$ cat src/rtl/vram_pkg.sv
// Shared VRAM geometry, colour/address widths, fill FSM encoding and pixel address helper.
// Used by vram_fill_seq and vram_write_arbiter; see VRAM_WRITE_CLIP_EN in vram_fill_seq.
package vram_pkg;

  localparam int HSIZE   = 256;
  localparam int VSIZE   = 256;
  localparam int COORD_W = 8;
  localparam int COLOR_W = 3;
  localparam int ADDR_W  = $clog2(HSIZE * VSIZE);

  typedef enum logic [1:0] {
    FILL_IDLE = 2'd0,
    FILL_RUN  = 2'd1,
    FILL_DONE = 2'd2
  } fill_state_e;

  function automatic logic [ADDR_W-1:0] pix_addr(input logic [COORD_W-1:0] x,
                                                 input logic [COORD_W-1:0] y);
    return ADDR_W'(int'(y) * HSIZE + int'(x));
  endfunction

endpackage

$ cat src/rtl/vram_fill_seq.sv
// Rectangle-fill sequencer: latches the rectangle, scans it row-major one pixel per grant.
// With VRAM_WRITE_CLIP_EN defined, pixels past the right/bottom edge are scanned but not requested.
module vram_fill_seq
  import vram_pkg::*;
(
  input  logic               clk,
  input  logic               rst,
  input  logic               start,
  input  logic [COORD_W-1:0] x0,
  input  logic [COORD_W-1:0] y0,
  input  logic [COORD_W:0]   w,
  input  logic [COORD_W:0]   h,
  input  logic [COLOR_W-1:0] color,
  input  logic               fill_grant,
  output logic               fill_req,
  output logic [COORD_W-1:0] px,
  output logic [COORD_W-1:0] py,
  output logic [COLOR_W-1:0] fill_color,
  output logic               busy,
  output logic               done
);

  fill_state_e        state_q, state_d;
  logic [COORD_W-1:0] x0_q, x0_d, y0_q, y0_d;
  logic [COORD_W-1:0] cx_q, cx_d, cy_q, cy_d;
  logic [COORD_W:0]   w_q, w_d, h_q, h_d;
  logic [COLOR_W-1:0] color_q, color_d;
  logic               busy_q, busy_d, done_q, done_d;
  logic               run, clip, step, last_x, last_y;

  assign run = (state_q == FILL_RUN);

`ifdef VRAM_WRITE_CLIP_EN
  logic [COORD_W:0] sum_x, sum_y;
  assign sum_x = {1'b0, x0_q} + {1'b0, cx_q};
  assign sum_y = {1'b0, y0_q} + {1'b0, cy_q};
  assign px    = sum_x[COORD_W-1:0];
  assign py    = sum_y[COORD_W-1:0];
  // A clipped pixel still costs one scan cycle, but never reaches the arbiter.
  assign clip  = run && (sum_x[COORD_W] || sum_y[COORD_W]);
`else
  assign px    = x0_q + cx_q;
  assign py    = y0_q + cy_q;
  assign clip  = 1'b0;
`endif

  assign fill_req   = run && !clip;
  assign step       = run && (fill_grant || clip);
  assign last_x     = ({1'b0, cx_q} == w_q - 1'b1);
  assign last_y     = ({1'b0, cy_q} == h_q - 1'b1);
  assign fill_color = color_q;
  assign busy       = busy_q;
  assign done       = done_q;

  always_comb begin
    // NOTE: every variable gets its hold value first so no path leaves it unassigned (no latch).
    state_d = state_q;
    x0_d    = x0_q;
    y0_d    = y0_q;
    w_d     = w_q;
    h_d     = h_q;
    color_d = color_q;
    cx_d    = cx_q;
    cy_d    = cy_q;
    unique case (state_q)
      FILL_IDLE: begin
        if (start && !busy_q) begin
          x0_d    = x0;
          y0_d    = y0;
          w_d     = w;
          h_d     = h;
          color_d = color;
          cx_d    = '0;
          cy_d    = '0;
          state_d = (w == '0 || h == '0) ? FILL_DONE : FILL_RUN;
        end
      end
      FILL_RUN: begin
        if (step) begin
          if (last_x) begin
            cx_d = '0;
            if (last_y) state_d = FILL_DONE;
            else        cy_d    = cy_q + 1'b1;
          end else begin
            cx_d = cx_q + 1'b1;
          end
        end
      end
      FILL_DONE: state_d = FILL_IDLE;
      default:   state_d = FILL_IDLE;
    endcase
    // The done pulse trails the DONE state by a cycle; busy covers it so START stays locked out.
    busy_d = (state_d != FILL_IDLE) || (state_q == FILL_DONE);
    done_d = (state_q == FILL_DONE);
  end

  always_ff @(posedge clk) begin
    if (rst) begin
      // NOTE: sequential state uses <= so every flop samples pre-edge values.
      state_q <= FILL_IDLE;
      x0_q    <= '0;
      y0_q    <= '0;
      w_q     <= '0;
      h_q     <= '0;
      color_q <= '0;
      cx_q    <= '0;
      cy_q    <= '0;
      busy_q  <= 1'b0;
      done_q  <= 1'b0;
    end else begin
      state_q <= state_d;
      x0_q    <= x0_d;
      y0_q    <= y0_d;
      w_q     <= w_d;
      h_q     <= h_d;
      color_q <= color_d;
      cx_q    <= cx_d;
      cy_q    <= cy_d;
      busy_q  <= busy_d;
      done_q  <= done_d;
    end
  end

endmodule

$ cat src/rtl/vram_write_arbiter.sv
// Owns VRAM write port A: arbitrates CPU pixel writes against the fill engine, one registered write per cycle.
// Optional clipping of fill pixels is enabled by defining VRAM_WRITE_CLIP_EN.
module vram_write_arbiter
  import vram_pkg::*;
#(
  parameter int CPU_BURST_MAX = 4
) (
  input  logic               CLK,
  input  logic               I_RESET,
  input  logic               I_CPU_REQ,
  input  logic [COORD_W-1:0] I_CPU_X,
  input  logic [COORD_W-1:0] I_CPU_Y,
  input  logic [COLOR_W-1:0] I_CPU_COLOR,
  output logic               O_CPU_ACK,
  input  logic               I_FILL_START,
  input  logic [COORD_W-1:0] I_FILL_X0,
  input  logic [COORD_W-1:0] I_FILL_Y0,
  input  logic [COORD_W:0]   I_FILL_W,
  input  logic [COORD_W:0]   I_FILL_H,
  input  logic [COLOR_W-1:0] I_FILL_COLOR,
  output logic               O_FILL_BUSY,
  output logic               O_FILL_DONE,
  output logic               O_VRAM_WE,
  output logic [ADDR_W-1:0]  O_VRAM_ADDR,
  output logic [COLOR_W-1:0] O_VRAM_DIN
);

  localparam int                 BURST_W     = $clog2(CPU_BURST_MAX + 1);
  localparam logic [BURST_W-1:0] BURST_LIMIT = BURST_W'(CPU_BURST_MAX);

  logic               fill_req, fill_gnt, cpu_gnt, cpu_req_eff, force_fill;
  logic [COORD_W-1:0] fill_px, fill_py;
  logic [COLOR_W-1:0] fill_color;
  logic               we_q, we_d, ack_q, ack_d;
  logic [ADDR_W-1:0]  addr_q, addr_d;
  logic [COLOR_W-1:0] din_q, din_d;
  logic [BURST_W-1:0] burst_q, burst_d;

  vram_fill_seq u_fill_seq (
    .clk        (CLK),
    .rst        (I_RESET),
    .start      (I_FILL_START),
    .x0         (I_FILL_X0),
    .y0         (I_FILL_Y0),
    .w          (I_FILL_W),
    .h          (I_FILL_H),
    .color      (I_FILL_COLOR),
    .fill_grant (fill_gnt),
    .fill_req   (fill_req),
    .px         (fill_px),
    .py         (fill_py),
    .fill_color (fill_color),
    .busy       (O_FILL_BUSY),
    .done       (O_FILL_DONE)
  );

  // The request still high in its own ACK cycle belongs to the write just made.
  assign cpu_req_eff = I_CPU_REQ && !ack_q;
  assign force_fill  = cpu_req_eff && fill_req && (burst_q == BURST_LIMIT);
  assign cpu_gnt     = cpu_req_eff && !force_fill;
  assign fill_gnt    = fill_req && !cpu_gnt;

  always_comb begin
    burst_d = burst_q;
    if (!fill_req || force_fill) burst_d = '0;
    else if (cpu_gnt)            burst_d = burst_q + 1'b1;

    we_d   = cpu_gnt || fill_gnt;
    ack_d  = cpu_gnt;
    addr_d = addr_q;
    din_d  = din_q;
    if (cpu_gnt) begin
      addr_d = pix_addr(I_CPU_X, I_CPU_Y);
      din_d  = I_CPU_COLOR;
    end else if (fill_gnt) begin
      addr_d = pix_addr(fill_px, fill_py);
      din_d  = fill_color;
    end
  end

  always_ff @(posedge CLK) begin
    if (I_RESET) begin
      we_q    <= 1'b0;
      ack_q   <= 1'b0;
      addr_q  <= '0;
      din_q   <= '0;
      burst_q <= '0;
    end else begin
      we_q    <= we_d;
      ack_q   <= ack_d;
      addr_q  <= addr_d;
      din_q   <= din_d;
      burst_q <= burst_d;
    end
  end

  assign O_VRAM_WE   = we_q;
  assign O_CPU_ACK   = ack_q;
  assign O_VRAM_ADDR = addr_q;
  assign O_VRAM_DIN  = din_q;

endmodule

$ cat config.mk
export PLATFORM = sky130hd
export DESIGN_NAME = vram_write_arbiter
export DESIGN_NICKNAME = d
export VERILOG_FILES = /design/src/rtl/vram_pkg.sv /design/src/rtl/vram_fill_seq.sv /design/src/rtl/vram_write_arbiter.sv
export SDC_FILE = /design/constraint.sdc
export NUM_CORES = 1
export LEC_CHECK = 0
export ABC_CLOCK_PERIOD_IN_PS = 2700
export CORE_MARGIN = 3
export CORE_UTILIZATION = 52
export CTS_BUF_LIST = sky130_fd_sc_hd__clkbuf_16
export DETAILED_ROUTE_END_ITERATION = 7
export PLACE_DENSITY = 0.78
export SYNTH_ARGS = -nofsm -noshare
export SYNTH_HDL_FRONTEND = slang
export SYNTH_SLANG_ARGS = --single-unit
export TNS_END_PERCENT = 30
$ cat constraint.sdc
create_clock -name CLK -period 2.7 [get_ports CLK]
set_input_delay 0.54 -clock CLK [delete_from_list [all_inputs] [get_ports CLK]]
set_output_delay 0.54 -clock CLK [all_outputs]
set_load 0.01 [all_outputs]
==> impl_metrics.env <==
export IMPL_status="finished clean"
export IMPL_worstHoldPathType="reg -> reg"
export IMPL_grt_pass1_vias=3877
export IMPL_r2r_cells=9
export IMPL_crit_buf_inv=2
export IMPL_finalPower_w=0.00342
export IMPL_clock_fmax_mhz=387
export IMPL_synthCells=541
export IMPL_ys_async_sr_fraction=0
export IMPL_crit_family="simple AND/OR/NAND/NOR gates"
export IMPL_fp_row_count=32
export IMPL_seqPwrFrac=0.390
export IMPL_grt_pass1_wl_um=18300
export IMPL_grt_overflow=0
export IMPL_port_buffers=82
export IMPL_holdCritStartpoint="u_fill_seq.y0_q[6]"
export IMPL_timing_final_crit_period_ps=2580
export IMPL_synth_seq_area_share=0.372
export IMPL_vias_per_cell=5.68
export IMPL_setup_viol=0
export IMPL_slowest_delay_ps=550
export IMPL_fin_crit_sh=0.956
export IMPL_clkTransAtPathRegs_ps=60
export IMPL_htreeDepth=3
export IMPL_ys_seq_elements=81
export IMPL_diodes=0
export IMPL_layout_drive_gt1_share=0.0645
export IMPL_yosysWarnings=0
export IMPL_slew_headroom=0.415
export IMPL_grt_usage=0.233
export IMPL_avgSynthCellArea_sq_um=8.06
export IMPL_swShare=0.253
export IMPL_start_util=0.550
export IMPL_wirelength_um=11200
export IMPL_max_cap_violations=0
export IMPL_clkSinkCount=81
export IMPL_die_h_um=97.6
export IMPL_r2r_end="u_fill_seq.cy_q[2]"
export IMPL_antenna_left=0
export IMPL_maxSlewViolCount=0
export IMPL_final_nets=698
export IMPL_rr_startpoint="u_fill_seq.w_q[1]"
export IMPL_power_leakage_nw=2.14
export IMPL_area_delta_synth_final_pct=29.6
export IMPL_antenna_found_initial=0
export IMPL_worstMarginPinSlew_ps=875
export IMPL_fin_cells=722
export IMPL_syn_cell_area_sq_um=4360
export IMPL_die_x_um=97.6
export IMPL_core_sq_um=7930
export IMPL_hpwl_um=8190
export IMPL_drtIter0Drc=182
export IMPL_synth_edff_count=0
export IMPL_cts_made_buffers=9
export IMPL_drcViolationCount=0
export IMPL_switchingPower_w=0.000865
export IMPL_cp_required_ps=2960
export IMPL_mappedNetlistNets=623
export IMPL_vias=4100
export IMPL_place_congestion=0.874
export IMPL_grt_max_degree=40
export IMPL_clk_latency_ps=340
export IMPL_clk_path_buf_depth=2
export IMPL_finalHoldViolCount=0
export IMPL_min_path_cells=2
export IMPL_vdd_ir_drop_max_mv=0.391
export IMPL_synth_cell_types=59
export IMPL_critPathSlowestCell="or4_1"
export IMPL_wire_per_inst_um=15.5
export IMPL_r2r_slack_ps=120
export IMPL_startpoint_type="flip-flop"
export IMPL_clockRootBuffer="clkbuf_16"
export IMPL_die_area_sq_um=9520
export IMPL_io_pins=83
export IMPL_p_comb_frac=0.177
export IMPL_holdBufCountCts=0
export IMPL_crit_path_cell_trace="inv_1 -> ha_1 -> xor2_1 -> nand3_1 -> a2111oi_4 -> a31oi_1 -> buf_4 -> or4_1 -> a21oi_2"
export IMPL_p_int_w=0.00256
export IMPL_worstSetupPathType="reg -> reg"
export IMPL_power_frac_clock=0.433
export IMPL_cts_tree="yes"
export IMPL_crit_arrival_ps=2840
export IMPL_firstDrtPassIters=5
export IMPL_endpoint_kind="flip-flop"
export IMPL_power_density_nw_per_um2=605
export IMPL_hold_path_end="u_fill_seq.y0_q[6]"
export IMPL_worst_path_max_fanout=11
export IMPL_dp_cells=707
export IMPL_clock_skew_ps=7.06
export IMPL_synth_main_ff_cell="dfxtp_1"
-- cells in the mapped netlist (2+ instances only) --
cell type | n | area (sq um)
mux2i_1 | 9 | 90.1
xor2_1 | 14 | 123
fa_1 | 2 | 40.0
o2bb2ai_1 | 2 | 17.5
inv_1 | 18 | 67.6
a222oi_1 | 6 | 60.1
xnor2_1 | 20 | 175
or2_2 | 3 | 18.8
nand3_1 | 4 | 20.0
buf_6 | 2 | 22.5
o21a_1 | 3 | 22.5
dfxtp_1 | 81 | 1620
nor3b_1 | 4 | 30.0
or4_1 | 2 | 15.0
o211ai_1 | 2 | 15.0
nand2_1 | 100 | 375
ha_1 | 20 | 250
clkbuf_1 | 25 | 93.8
nor4_4 | 2 | 42.5
nand3b_1 | 3 | 22.5
nor4_1 | 8 | 50.1
a21boi_0 | 3 | 22.5
nand2b_1 | 10 | 62.6
o21ai_0 | 13 | 65.1
a2111oi_0 | 2 | 17.5
and4_1 | 2 | 17.5
a221oi_1 | 2 | 17.5
a211oi_1 | 2 | 15.0
nor2_1 | 51 | 191
a21oi_1 | 51 | 255
a2111oi_2 | 2 | 30.0
a21o_1 | 2 | 15.0
nor3_1 | 20 | 100
nand4_1 | 7 | 43.8
and3_1 | 3 | 18.8
o21ai_1 | 2 | 10.0
a22oi_1 | 5 | 37.5
a31oi_1 | 5 | 31.3
nor2b_1 | 5 | 31.3
or3_1 | 4 | 25.0
o311ai_0 | 2 | 17.5
-- cells in the final DEF (no fill, tap or decap), types with 3 or more instances in the layout --
cell | synthesis | final
nand2_1 | 100 | 100
clkdlybuf4s50_1 | 0 | 81
dfxtp_1 | 81 | 80
nor2_1 | 51 | 51
a21oi_1 | 51 | 50
nor3_1 | 20 | 20
xnor2_1 | 20 | 20
ha_1 | 20 | 20
inv_1 | 18 | 19
xor2_1 | 14 | 14
o21ai_0 | 13 | 13
buf_4 | 0 | 11
nand2b_1 | 10 | 10
mux2i_1 | 9 | 9
clkbuf_16 | 0 | 9
nor4_1 | 8 | 8
nand4_1 | 7 | 7
a222oi_1 | 6 | 6
nor2b_1 | 5 | 5
a31oi_1 | 5 | 5
a22oi_1 | 5 | 5
nand3_1 | 4 | 4
or3_1 | 4 | 4
nor3b_1 | 4 | 4
bufinv_16 | 0 | 4
a21boi_0 | 3 | 3
o21a_1 | 3 | 3
nand3b_1 | 3 | 3
or2_2 | 3 | 3
and3_1 | 3 | 3
-- through the flow --
stage | hold slack [ps] | utilization | instance area (sq um) | worst slack [ps] | setup TNS (ps)
2_1_floorplan | 437 | - | 4360 | 447 | 0
3_3_place_gp | 445 | 0.665 | 5270 | 173 | 0
3_5_place_dp | 452 | 0.665 | 5270 | 146 | 0
4_1_cts | 460 | 0.710 | 5630 | 59.4 | 0
5_1_grt | 485 | 0.713 | 5650 | -57.7 | -57.7
6_report | 460 | 0.713 | 5650 | 119 | 0
-- worst register-to-register path, cell delays in order, from the launching register on --
cell	delay [ps]
dfxtp_1	420
inv_1	80
ha_1	290
xor2_1	150
nand3_1	150
a2111oi_4	370
a31oi_1	120
buf_4	190
or4_1	550
a21oi_2	190
-- worst max-delay path by stage --
stage,from,end,slack [ps],cells past startpoint
floorplan,u_fill_seq.h_q[0],u_fill_seq.cy_q[4],450,11
global placement,I_FILL_START,u_fill_seq.state_q[0],170,5
detailed placement,I_FILL_START,u_fill_seq.cy_q[5],150,7
CTS,u_fill_seq.w_q[0],u_fill_seq.cy_q[2],60,10
global route,u_fill_seq.w_q[1],u_fill_seq.cy_q[2],-60,10
finish,u_fill_seq.w_q[1],u_fill_seq.cy_q[2],120,9
-- timing repair --
| item | in CTS | in global routing |
|---|---|---|
| resized for setup | 0 | 5 |
| setup endpoints to repair | 0 | 10 |
| buffers inserted | 0 | 0 |
-- power groups by stage --
stage	registers [W]	clock network [W]	logic (W)
finish	0.00134	0.00148	0.000604
global route	0.00134	0.00154	0.000663
floorplan	0.00135	0	0.000353
CTS	0.00133	0.00149	0.000597
global placement	0.00136	0	0.000575
detailed placement	0.00136	0	0.000592
-- per-layer routing --
metal	vias to the layer above	global-route usage	part of all wire
li1	2054	-	-
met1	1896	0.283	0.42
met2	129	0.410	0.51
met3	21	0.0474	0.055
met4	0	0.0724	0.018
met5	-	0	0
-- state kept, by name, indices dropped and copies added, names as in the netlist, 2 cells and up --
name / flops
O_VRAM_ADDR: 16
O_VRAM_DIN: 3
burst_q: 3
u_fill_seq.cx_q: 8
u_fill_seq.cy_q: 8
u_fill_seq.fill_color: 3
u_fill_seq.h_q: 9
u_fill_seq.state_q: 2
u_fill_seq.w_q: 9
u_fill_seq.x0_q: 8
u_fill_seq.y0_q: 8
-- cells by family (layout without fill, tap and decap cells) --
| group | Yosys count | count (layout) | synth area share |
|---|---|---|---|
| compound gates | 113 | 113 | 0.166 |
| xor+xnor | 34 | 34 | 0.0683 |
| fa+ha+maj | 22 | 22 | 0.0666 |
| buf+inv | 47 | 126 | 0.0442 |
| flops | 81 | 81 | 0.372 |
| mux | 10 | 10 | 0.0232 |
| simple gates | 234 | 234 | 0.259 |
-- area by class of cell --
cell class,instances,area [sq um]
tap,102,128
clock inverter,6,133
inverter,18,67.6
sequential,81,1620
clock buffer,9,225
multi-input combinational,413,2580
fill,641,2280
timing repair buffer,93,898
(Power assumes the default switching activity.)
